==> config.mk <==
export PLATFORM = sky130hd
export DESIGN_NAME = ble_verdict_rx_flat
export DESIGN_NICKNAME = d
export VERILOG_FILES = /design/src/rtl/ble_verdict_rx_pkg.sv /design/src/rtl/ble_verdict_rx_if.sv /design/src/rtl/ble_verdict_rx_uart_byte_rx.sv /design/src/rtl/ble_verdict_rx.sv /design/src/flat_wrapper.sv
export SDC_FILE = /design/constraint.sdc
export NUM_CORES = 1
export LEC_CHECK = 0
export CAP_MARGIN = 15
export CORE_MARGIN = 1.5
export CORE_UTILIZATION = 57
export CTS_BUF_LIST = sky130_fd_sc_hd__clkbuf_2
export CTS_CLUSTER_SIZE = 30
export DETAILED_ROUTE_END_ITERATION = 6
export GPL_TIMING_DRIVEN = 0
export PLACE_DENSITY = 0.75
export RECOVER_POWER = 100
export SLEW_MARGIN = 30
export SYNTH_ARGS = -nofsm -noshare
export SYNTH_HDL_FRONTEND = slang
export SYNTH_SLANG_ARGS = --single-unit
==> constraint.sdc <==
create_clock -name clk_in -period 5.4 [get_ports clk_in]
set_input_delay 1.35 -clock clk_in [delete_from_list [all_inputs] [get_ports clk_in]]
set_output_delay 1.35 -clock clk_in [all_outputs]
set_load 0.01 [all_outputs]
==> src/rtl/ble_verdict_rx_pkg.sv <==
// Shared constants and state encodings for the BLE verdict receive path.
package ble_pkg;

  localparam logic [7:0] SYNC_BYTE    = 8'hA5;
  localparam logic [7:0] TYPE_VERDICT = 8'h01;

  typedef enum logic [2:0] {
    WAIT_SYNC,
    TYPE,
    LEN,
    PAYLOAD,
    CSUM
  } parser_state_t;

  typedef enum logic [1:0] {
    IDLE,
    START,
    DATA,
    STOP
  } uart_state_t;

endpackage

==> src/rtl/ble_verdict_rx_if.sv <==
// Link between the BLE module's UART TX line and the verdict/error strobes for the classifier.
interface ble_verdict_rx_if;

  logic       ble_uart_rx_in;
  logic       verdict_valid_out;
  logic [7:0] verdict_data_out;
  logic       err_frame_out;
  logic       err_checksum_out;
  logic       err_timeout_out;

  modport master (
    output ble_uart_rx_in,
    input  verdict_valid_out,
    input  verdict_data_out,
    input  err_frame_out,
    input  err_checksum_out,
    input  err_timeout_out
  );

  modport slave (
    input  ble_uart_rx_in,
    output verdict_valid_out,
    output verdict_data_out,
    output err_frame_out,
    output err_checksum_out,
    output err_timeout_out
  );

endinterface

==> src/rtl/ble_verdict_rx_uart_byte_rx.sv <==
// 8N1 UART receiver: two-flop synchroniser, mid-bit sampler, one-cycle byte and framing-error strobes.
module uart_byte_rx
  import ble_pkg::*;
#(
  parameter int BAUD_DIV = 868
) (
  input  logic       i_clk,
  input  logic       i_rst,
  input  logic       i_rx,
  output logic [7:0] o_byte_data,
  output logic       o_byte_valid,
  output logic       o_frame_err
);

  localparam int            CW        = $clog2(BAUD_DIV);
  localparam logic [CW-1:0] HALF_LAST = CW'(BAUD_DIV / 2 - 1);
  localparam logic [CW-1:0] FULL_LAST = CW'(BAUD_DIV - 1);

  uart_state_t   r_state;
  uart_state_t   w_nextState;
  logic          r_sync1;
  logic          r_sync2;
  logic          r_rxPrev;
  logic [CW-1:0] r_baudCnt;
  logic [2:0]    r_bitIdx;
  logic [7:0]    r_shift;
  logic          r_byteValid;
  logic          r_frameErr;
  logic          w_fall;
  logic          w_tick;

  // Idle-high line, so the synchroniser resets to 1 to avoid a false start edge.
  always_ff @(posedge i_clk) begin
    if (i_rst) begin
      r_sync1  <= 1'b1;
      r_sync2  <= 1'b1;
      r_rxPrev <= 1'b1;
    end else begin
      r_sync1  <= i_rx;
      r_sync2  <= r_sync1;
      r_rxPrev <= r_sync2;
    end
  end

  assign w_fall = r_rxPrev & ~r_sync2;

  always_ff @(posedge i_clk) begin
    if (i_rst) r_state <= IDLE;
    else       r_state <= w_nextState;
  end

  always_comb begin
    w_nextState = r_state;
    case (r_state)
      IDLE:    if (w_fall) w_nextState = START;
      START:   if (w_tick) w_nextState = r_sync2 ? IDLE : DATA;
      DATA:    if (w_tick && (r_bitIdx == 3'd7)) w_nextState = STOP;
      STOP:    if (w_tick) w_nextState = IDLE;
      default: w_nextState = IDLE;
    endcase
  end

  // Start bit is checked half a bit in; every later sample is a full bit apart.
  always_comb begin
    w_tick = 1'b0;
    case (r_state)
      START:       w_tick = (r_baudCnt == HALF_LAST);
      DATA, STOP:  w_tick = (r_baudCnt == FULL_LAST);
      default:     w_tick = 1'b0;
    endcase
  end

  always_ff @(posedge i_clk) begin
    if (i_rst) begin
      r_baudCnt   <= '0;
      r_bitIdx    <= '0;
      r_shift     <= '0;
      r_byteValid <= 1'b0;
      r_frameErr  <= 1'b0;
    end else begin
      r_byteValid <= 1'b0;
      r_frameErr  <= 1'b0;
      if ((r_state == IDLE) || w_tick) r_baudCnt <= '0;
      else                             r_baudCnt <= r_baudCnt + CW'(1);
      if (r_state == START) r_bitIdx <= '0;
      if ((r_state == DATA) && w_tick) begin
        r_shift  <= {r_sync2, r_shift[7:1]};
        r_bitIdx <= r_bitIdx + 3'd1;
      end
      if ((r_state == STOP) && w_tick) begin
        r_byteValid <= r_sync2;
        r_frameErr  <= ~r_sync2;
      end
    end
  end

  assign o_byte_data  = r_shift;
  assign o_byte_valid = r_byteValid;
  assign o_frame_err  = r_frameErr;

endmodule

==> src/rtl/ble_verdict_rx.sv <==
// BLE verdict receiver: UART bytes parsed as SYNC/TYPE/LEN/PAYLOAD/CSUM packets, verdicts strobed out.
module ble_verdict_rx
  import ble_pkg::*;
#(
  parameter int BAUD_DIV       = 868,
  parameter int MAX_LEN        = 4,
  parameter int TIMEOUT_CYCLES = 100000
) (
  input  logic             clk_in,
  input  logic             rst_in,
  ble_verdict_rx_if.slave  bus
);

  localparam int            IW        = (MAX_LEN > 1) ? $clog2(MAX_LEN) : 1;
  localparam int            TW        = $clog2(TIMEOUT_CYCLES + 1);
  localparam logic [TW-1:0] TO_LAST   = TW'(TIMEOUT_CYCLES - 1);
  localparam logic [7:0]    MAX_LEN_B = 8'(MAX_LEN);

  logic [7:0]    w_byteData;
  logic          w_byteValid;
  logic          w_frameErr;

  parser_state_t r_state;
  parser_state_t w_nextState;
  logic [7:0]    r_type;
  logic [7:0]    r_len;
  logic [IW-1:0] r_idx;
  logic [7:0]    r_acc;
  logic [7:0]    r_payload [MAX_LEN];
  logic [TW-1:0] r_toCnt;
  logic          r_verdictValid;
  logic [7:0]    r_verdictData;
  logic          r_errCsum;
  logic          r_errTimeout;
  logic          w_csumByte;
  logic          w_csumMatch;
  logic          w_verdictFire;
  logic          w_csumErr;
  logic          w_timeout;

  uart_byte_rx #(
    .BAUD_DIV (BAUD_DIV)
  ) u_uart (
    .i_clk        (clk_in),
    .i_rst        (rst_in),
    .i_rx         (bus.ble_uart_rx_in),
    .o_byte_data  (w_byteData),
    .o_byte_valid (w_byteValid),
    .o_frame_err  (w_frameErr)
  );

  always_ff @(posedge clk_in) begin
    if (rst_in) r_state <= WAIT_SYNC;
    else        r_state <= w_nextState;
  end

  // A framing error or a stalled packet always drops back to hunting for SYNC.
  always_comb begin
    w_nextState = r_state;
    if (w_frameErr || w_timeout) begin
      w_nextState = WAIT_SYNC;
    end else if (w_byteValid) begin
      case (r_state)
        WAIT_SYNC: if (w_byteData == SYNC_BYTE) w_nextState = TYPE;
        TYPE:      w_nextState = LEN;
        LEN: begin
          if (w_byteData > MAX_LEN_B)     w_nextState = WAIT_SYNC;
          else if (w_byteData == 8'd0)    w_nextState = CSUM;
          else                            w_nextState = PAYLOAD;
        end
        PAYLOAD:   if (8'(r_idx) == (r_len - 8'd1)) w_nextState = CSUM;
        CSUM:      w_nextState = WAIT_SYNC;
        default:   w_nextState = WAIT_SYNC;
      endcase
    end
  end

  always_comb begin
    w_csumByte    = w_byteValid && (r_state == CSUM);
    w_csumMatch   = (w_byteData == r_acc);
    w_verdictFire = w_csumByte && w_csumMatch && (r_type == TYPE_VERDICT) && (r_len != 8'd0);
    w_csumErr     = w_csumByte && !w_csumMatch;
    w_timeout     = (r_state != WAIT_SYNC) && !w_byteValid && !w_frameErr && (r_toCnt == TO_LAST);
  end

  always_ff @(posedge clk_in) begin
    if (rst_in) begin
      r_type         <= '0;
      r_len          <= '0;
      r_idx          <= '0;
      r_acc          <= '0;
      r_toCnt        <= '0;
      r_verdictValid <= 1'b0;
      r_verdictData  <= '0;
      r_errCsum      <= 1'b0;
      r_errTimeout   <= 1'b0;
      for (int k = 0; k < MAX_LEN; k++) r_payload[k] <= '0;
    end else begin
      r_verdictValid <= w_verdictFire;
      r_errCsum      <= w_csumErr;
      r_errTimeout   <= w_timeout;
      if (w_verdictFire) r_verdictData <= r_payload[0];
      if ((r_state == WAIT_SYNC) || w_byteValid || w_frameErr || w_timeout) r_toCnt <= '0;
      else                                                                  r_toCnt <= r_toCnt + TW'(1);
      if (w_byteValid) begin
        case (r_state)
          TYPE: begin
            r_type <= w_byteData;
            r_acc  <= w_byteData;
          end
          LEN: begin
            r_len <= w_byteData;
            r_acc <= r_acc + w_byteData;
            r_idx <= '0;
          end
          PAYLOAD: begin
            r_payload[r_idx] <= w_byteData;
            r_acc            <= r_acc + w_byteData;
            r_idx            <= r_idx + IW'(1);
          end
          default: ;
        endcase
      end
    end
  end

  assign bus.verdict_valid_out = r_verdictValid;
  assign bus.verdict_data_out  = r_verdictData;
  assign bus.err_frame_out     = w_frameErr;
  assign bus.err_checksum_out  = r_errCsum;
  assign bus.err_timeout_out   = r_errTimeout;

endmodule
==> src/flat_wrapper.sv <==
// flat-port wrapper written by rule: the top's interface ports become plain ports
module ble_verdict_rx_flat import ble_pkg::*;
#(
  parameter int BAUD_DIV       = 868,
  parameter int MAX_LEN        = 4,
  parameter int TIMEOUT_CYCLES = 100000
)
  (clk_in, rst_in, bus_ble_uart_rx_in, bus_verdict_valid_out, bus_verdict_data_out, bus_err_frame_out, bus_err_checksum_out, bus_err_timeout_out);
  ble_verdict_rx_if bus_i ();
  input  logic clk_in;
  input  logic rst_in;
  input wire logic [$bits(bus_i.ble_uart_rx_in)-1:0] bus_ble_uart_rx_in;
  output wire logic [$bits(bus_i.verdict_valid_out)-1:0] bus_verdict_valid_out;
  output wire logic [$bits(bus_i.verdict_data_out)-1:0] bus_verdict_data_out;
  output wire logic [$bits(bus_i.err_frame_out)-1:0] bus_err_frame_out;
  output wire logic [$bits(bus_i.err_checksum_out)-1:0] bus_err_checksum_out;
  output wire logic [$bits(bus_i.err_timeout_out)-1:0] bus_err_timeout_out;
  assign bus_i.ble_uart_rx_in = bus_ble_uart_rx_in;
  assign bus_verdict_valid_out = bus_i.verdict_valid_out;
  assign bus_verdict_data_out = bus_i.verdict_data_out;
  assign bus_err_frame_out = bus_i.err_frame_out;
  assign bus_err_checksum_out = bus_i.err_checksum_out;
  assign bus_err_timeout_out = bus_i.err_timeout_out;
  ble_verdict_rx #(.BAUD_DIV(BAUD_DIV), .MAX_LEN(MAX_LEN), .TIMEOUT_CYCLES(TIMEOUT_CYCLES)) u_core (.clk_in(clk_in), .rst_in(rst_in), .bus(bus_i));
endmodule
# Word level (Yosys, flattened, before mapping)
# Memories as Yosys holds them, arrays and structs flattened. A register that Yosys moved wholly into a read port is not among the register bits.
# Cells that the tools add are included.
[word_totals] regBits=77 latchBits=0 ram_bits=32 rom_bits=0 inputBits=3 out_inout_bits=12 wordCells=115 memories=1
[memory_table] name="u_core.r_payload" words=4 word_bits=8 rd=1 rd_clocked_by_memory_dff=1 wr=4 line_no="ble_verdict_rx.sv:29" text="logic [7:0] r_payload [MAX_LEN];"
[classes] add_sub_neg=6 multipliers=0 div_mod_pow=0 magnitude_cmp=1 n_eq_ne=21 shift=0 muxes=25 bitwise_logic=3 reduce_logical=40
[ops] op="2-to-1 mux 3 bit" n=6
[ops] op="adder 17 x 1 -> 17 bit, second input constant" n=1
[ops] op="equality test 17 bit, second input constant" n=1
[ops] op="case mux 8 bit (2 select lines)" n=1
[ops] op="2-to-1 mux 2 bit" n=6
[ops] op="case mux 3 bit (4 select lines)" n=1
[ops] op="OR reduction 2 bit" n=6
[ops] op="logical AND 1 bit" n=11
[ops] op="adder 10 x 1 -> 10 bit, second input constant" n=1
[ops] op="equality test 10 bit, second input constant" n=1
[ops] op="equality test 10 x 9 -> 1 bit, second input constant" n=1
[ops] op="adder 8 bit" n=1
[ops] op="equality test 2 x 8 -> 1 bit" n=1
[ops] op="equality test 8 x 1 -> 1 bit, second input constant" n=1
[ops] op="equality test 8 bit" n=1
[ops] op="equality test 8 bit, second input constant" n=1
[ops] op="> comparator 8 x 3 -> 1 bit, second input constant" n=1
[ops] op="logical NOT 8 bit" n=1
[ops] op="2-to-1 mux 8 bit" n=1
[ops] op="inequality test 2 bit, second input constant" n=4
[ops] op="case mux 2 bit (4 select lines)" n=1
[ops] op="AND reduction 2 bit" n=4
[ops] op="nonzero test 8 bit" n=1
[ops] op="OR reduction 8 bit" n=1
[ops] op="22 further kinds" n=41

# Longest topological paths before layout
[logic_depth] word_depth=7 mapped_depth=8 mapped_depth_nobuf=8

# By module
# Synthesis repeated with hierarchy kept, for this count alone.
[unflattened] cells_unflattened=451 hier_area_um2=4294.1
[by_module_without_submodules] mod="ble_verdict_rx" instances=1 cells_per_inst=337 area_each_um2=3120.5 seq_area_each_um2=1381.3
[by_module_without_submodules] mod="uart_byte_rx" instances=1 cells_per_inst=114 area_each_um2=1173.6 seq_area_each_um2=560.5

# Least setup slack after synthesis
# OpenSTA, ideal clock, no wires.
[synth_path] path_type="input port to flip-flop" startpoint="input rst_in" endpoint="memory u_core.r_payload[0][0], enable pin" setup_ps=310 arrival_ps=2081 t_required_ps=5090 slack_ps=3009 path_stages=3 n_path_buf=2 cell_sequence="clkbuf_1 -> clkbuf_1 -> or2_2"
[synth_lines] item="start, declared" line_no="flat_wrapper.sv:11" text="input logic rst_in;"
[synth_lines] item="end, declared" line_no="ble_verdict_rx.sv:29"

==> impl_metrics.tcl <==
set metrics [dict create \
    cts_post_setup_buffers_inserted 0 \
    max_freq_ghz 0.309 \
    gr-usage-all-layers_pct 23.3 \
    path_clk_slew_ns 0.26 \
    final.setup.tns_ns 0 \
    setup_violations 0 \
    route.detailed.wl_per_inst_um 14.5 \
    standard_cell_with_the_maximum_stage_delay_on_the_critical_path "dlygate4sd3_1" \
    final_net_count 531 \
    crit_path_max_incr_delay_ns 0.64 \
    synthCells 489 \
    cts.sinks 93 \
    critical_path_required_ns 5.64 \
    number_of_warnings_reported_in_the_yosys_synthesis_log 0 \
    power.ir.vdd_worst_mv 0.164 \
    timing.critical_path.from_type "primary input" \
    worst_skew_pair.late_latency_ns 0.55 \
    postSynthAreaPerCell_um2 8.93 \
    area_growth_syn_to_layout_pct 9.14 \
    htree_levels 3 \
    synth_cell_types 61 \
    crit_arrival_ns 3.48 \
    initial_utilization_pct 59.5 \
    synthFlopType "dfxtp_1" \
    drt-vias-per-instance 5.64 \
    post_cts.resized_instances 0 \
    die_x_um 90.5 \
    postRouteWirelength_um 8990 \
    final_cell_count_no_fill 618 \
    timing_worst_setup_path_type "primary input to flop" \
    yosys-top-cells-area "dfxtp_1, nor2_1, edfxtp_1" \
    post-dp-hpwl_um 6520 \
    grt_pass1_wl_um 15500 \
    die_area_um2 8190 \
    cts_buffer_depth 2 \
    drt_first_pass_iters 6 \
    final.min_clock_period_ns 3.24 \
    vias 3483 \
    place_inst 602 \
    worst_path_most_repeated_cell "clkbuf_1" \
    worstPathMaxFanout 10 \
    synth.top_cell.area_share_pct 39.0 \
    drt_first_iter_violations 199 \
    row_count 31 \
    synth.ff_latch_count 93 \
    insertedDiodeCount 0 \
    synth_most_common_cell "dfxtp_1" \
    grt_antenna_before_repair 0 \
    timing_hold_violations_final 0 \
    grt_start_max_net_pins 17 \
    path_cells "dlygate4sd3_1 -> clkbuf_1 -> clkbuf_1 -> or2_0" \
    power_per_cell_area_nw_per_um2 233 \
    timing_worst_slew_pin_value_ns 1.05 \
    drv_slew 0 \
    tritoncts "built" \
    grt_setup_unrepaired "false" \
    placement.io_buffers 14 \
    cp_capture_type "flop" \
    clock_skew_after_layout_ns 0.0313 \
    slew_headroom_pct 29.5 \
    filler_cell_count 618 \
    grt_overflow_total 0 \
    synth_largest_area_cell "dfxtp_1" \
    area.sequential_um2 1940 \
    worst_hold_path_type "flop to flop" \
    maxCapViolations 0 \
    ctsHoldBuffers 0 \
    cts.root.buffer_cell "clkbuf_2" \
    hold_path_depth 1 \
    chipHeight_um 90.5 \
    worst_r2r_path_cells 5 \
    synthesis.nets 506 \
    routabilityCongestion 0.912 \
    drive_above_1_share_pct 6.36 \
    asyncSetResetFlopFracSynth_pct 0 \
    final_worst_path_cycle_share_pct 60.0 \
    detail-route-antenna-nets 0 \
    synth.top_cells.by_count "dfxtp_1, nor2_1, nand2_1, a21oi_1, mux2i_1" \
    pin_count 15 \
    status "completed" \
    multi_input_comb_area_um2 2270 \
    post-route-drc-count 0 \
    cellLeakagePower_uw 0.00170 \
    syn_area_um2 4370 \
    number_of_flops_mapped_to_enable_cells_by_yosys 8 \
    numCtsBuffers 9 \
    core_region_area_um2 7330 \
    synth_sequential_area_ratio_pct 44.5 \
    first_global_vias 3347 \
]
## flip-flops by register name, summed over array words and instances (netlist names), 3 cells and up, named ones only
signal,count
u_core.r_toCnt,17
u_core.u_uart.r_baudCnt,10
u_core.bus.verdict_data_out,8
u_core.r_acc,8
u_core.r_len,8
u_core.r_payload,8
u_core.r_type,8
u_core.u_uart.o_byte_data,8
u_core.r_state,3
u_core.u_uart.r_bitIdx,3
## where the power goes
part | internal [µW] | leakage (µW) | switching, µW
clock | 155 | 0.0000825 | 235
combinational | 4.69 | 0.000850 | 12.0
sequential | 701 | 0.000766 | 2.16
## cell usage in the layout, fill, tap and decap left out, types with 5 or more instances in the layout
| cell | n |
|---|---|
| a211oi_1 | 5 |
| a21oi_1 | 29 |
| and2_0 | 7 |
| and3_1 | 11 |
| clkbuf_1 | 12 |
| clkbuf_2 | 9 |
| dfxtp_1 | 85 |
| dlygate4sd3_1 | 13 |
| edfxtp_1 | 8 |
| ha_1 | 13 |
| inv_1 | 14 |
| mux2i_1 | 18 |
| nand2_1 | 61 |
| nand3_1 | 14 |
| nor2_1 | 72 |
| nor2b_1 | 6 |
| nor3_1 | 13 |
| nor4_1 | 7 |
| o21ai_0 | 10 |
| xnor2_1 | 15 |
| xor2_1 | 12 |
## path summary, 6_finish.rpt
check	startpoint	end	slack, ns
worst max-delay path	rst_in	u_core.r_payload[0][5]	2.16
worst min-delay path	u_core.u_uart.r_sync1	u_core.u_uart.r_sync2	0.44
worst max register to register	u_core.r_state[2]	u_core.r_payload[0][5]	2.85
worst min register to register	u_core.u_uart.r_sync1	u_core.u_uart.r_sync2	0.44
## critical path: cells and delay by family
kind          cells  cell delay [ns]
simple gates      1             0.52
buf+inv           3             1.60
## stage by stage
stage	total power (µW)	hold WS [ns]	setup WS [ns]	utilization (%)	instance area (µm²)
final	1110	0.441	2.16	65.0	4760
after detailed placement	734	0.397	1.82	63.2	4630
after global routing	1150	0.463	2.01	65.0	4760
after global placement	733	0.395	1.86	63.2	4630
after floorplan	726	0.389	3.01	-	4370
after CTS	1120	0.445	2.46	65.1	4770
## area by class of cell
type | count | area share, %
buffer | 18 | 1.94
timing repair buffer | 14 | 2.94
multi-input combinational | 364 | 47.6
clock inverter | 7 | 2.07
sequential | 93 | 40.8
clock buffer | 9 | 0.945
inverter | 14 | 1.10
tap | 99 | 2.60
## per-layer routing
| layer | share of wire [%] | wire length [µm] | GRT usage (%) | vias to the layer above |
|---|---|---|---|---|
| met5 | 0 | 0 | 0 | - |
| li1 | - | - | - | 1752 |
| met1 | 46 | 4140 | 29.6 | 1614 |
| met3 | 4.5 | 400 | 2.86 | 27 |
| met2 | 47 | 4210 | 39.4 | 90 |
| met4 | 2.6 | 235 | 10.6 | 0 |
## logic make-up (layout without fill, tap and decap cells)
logic type,count (synthesis),in the layout,synth area share (%)
AND/OR/NAND/NOR,234,234,28.1
AO/OA/AOI/OAI,71,71,10.3
XOR/XNOR,27,27,5.42
buffers and inverters,32,62,3.38
multiplexers,18,18,4.13
adder cells (fa/ha/maj),14,14,4.18
flip-flops,93,93,44.5
Power figures use the tool's default switching activity.
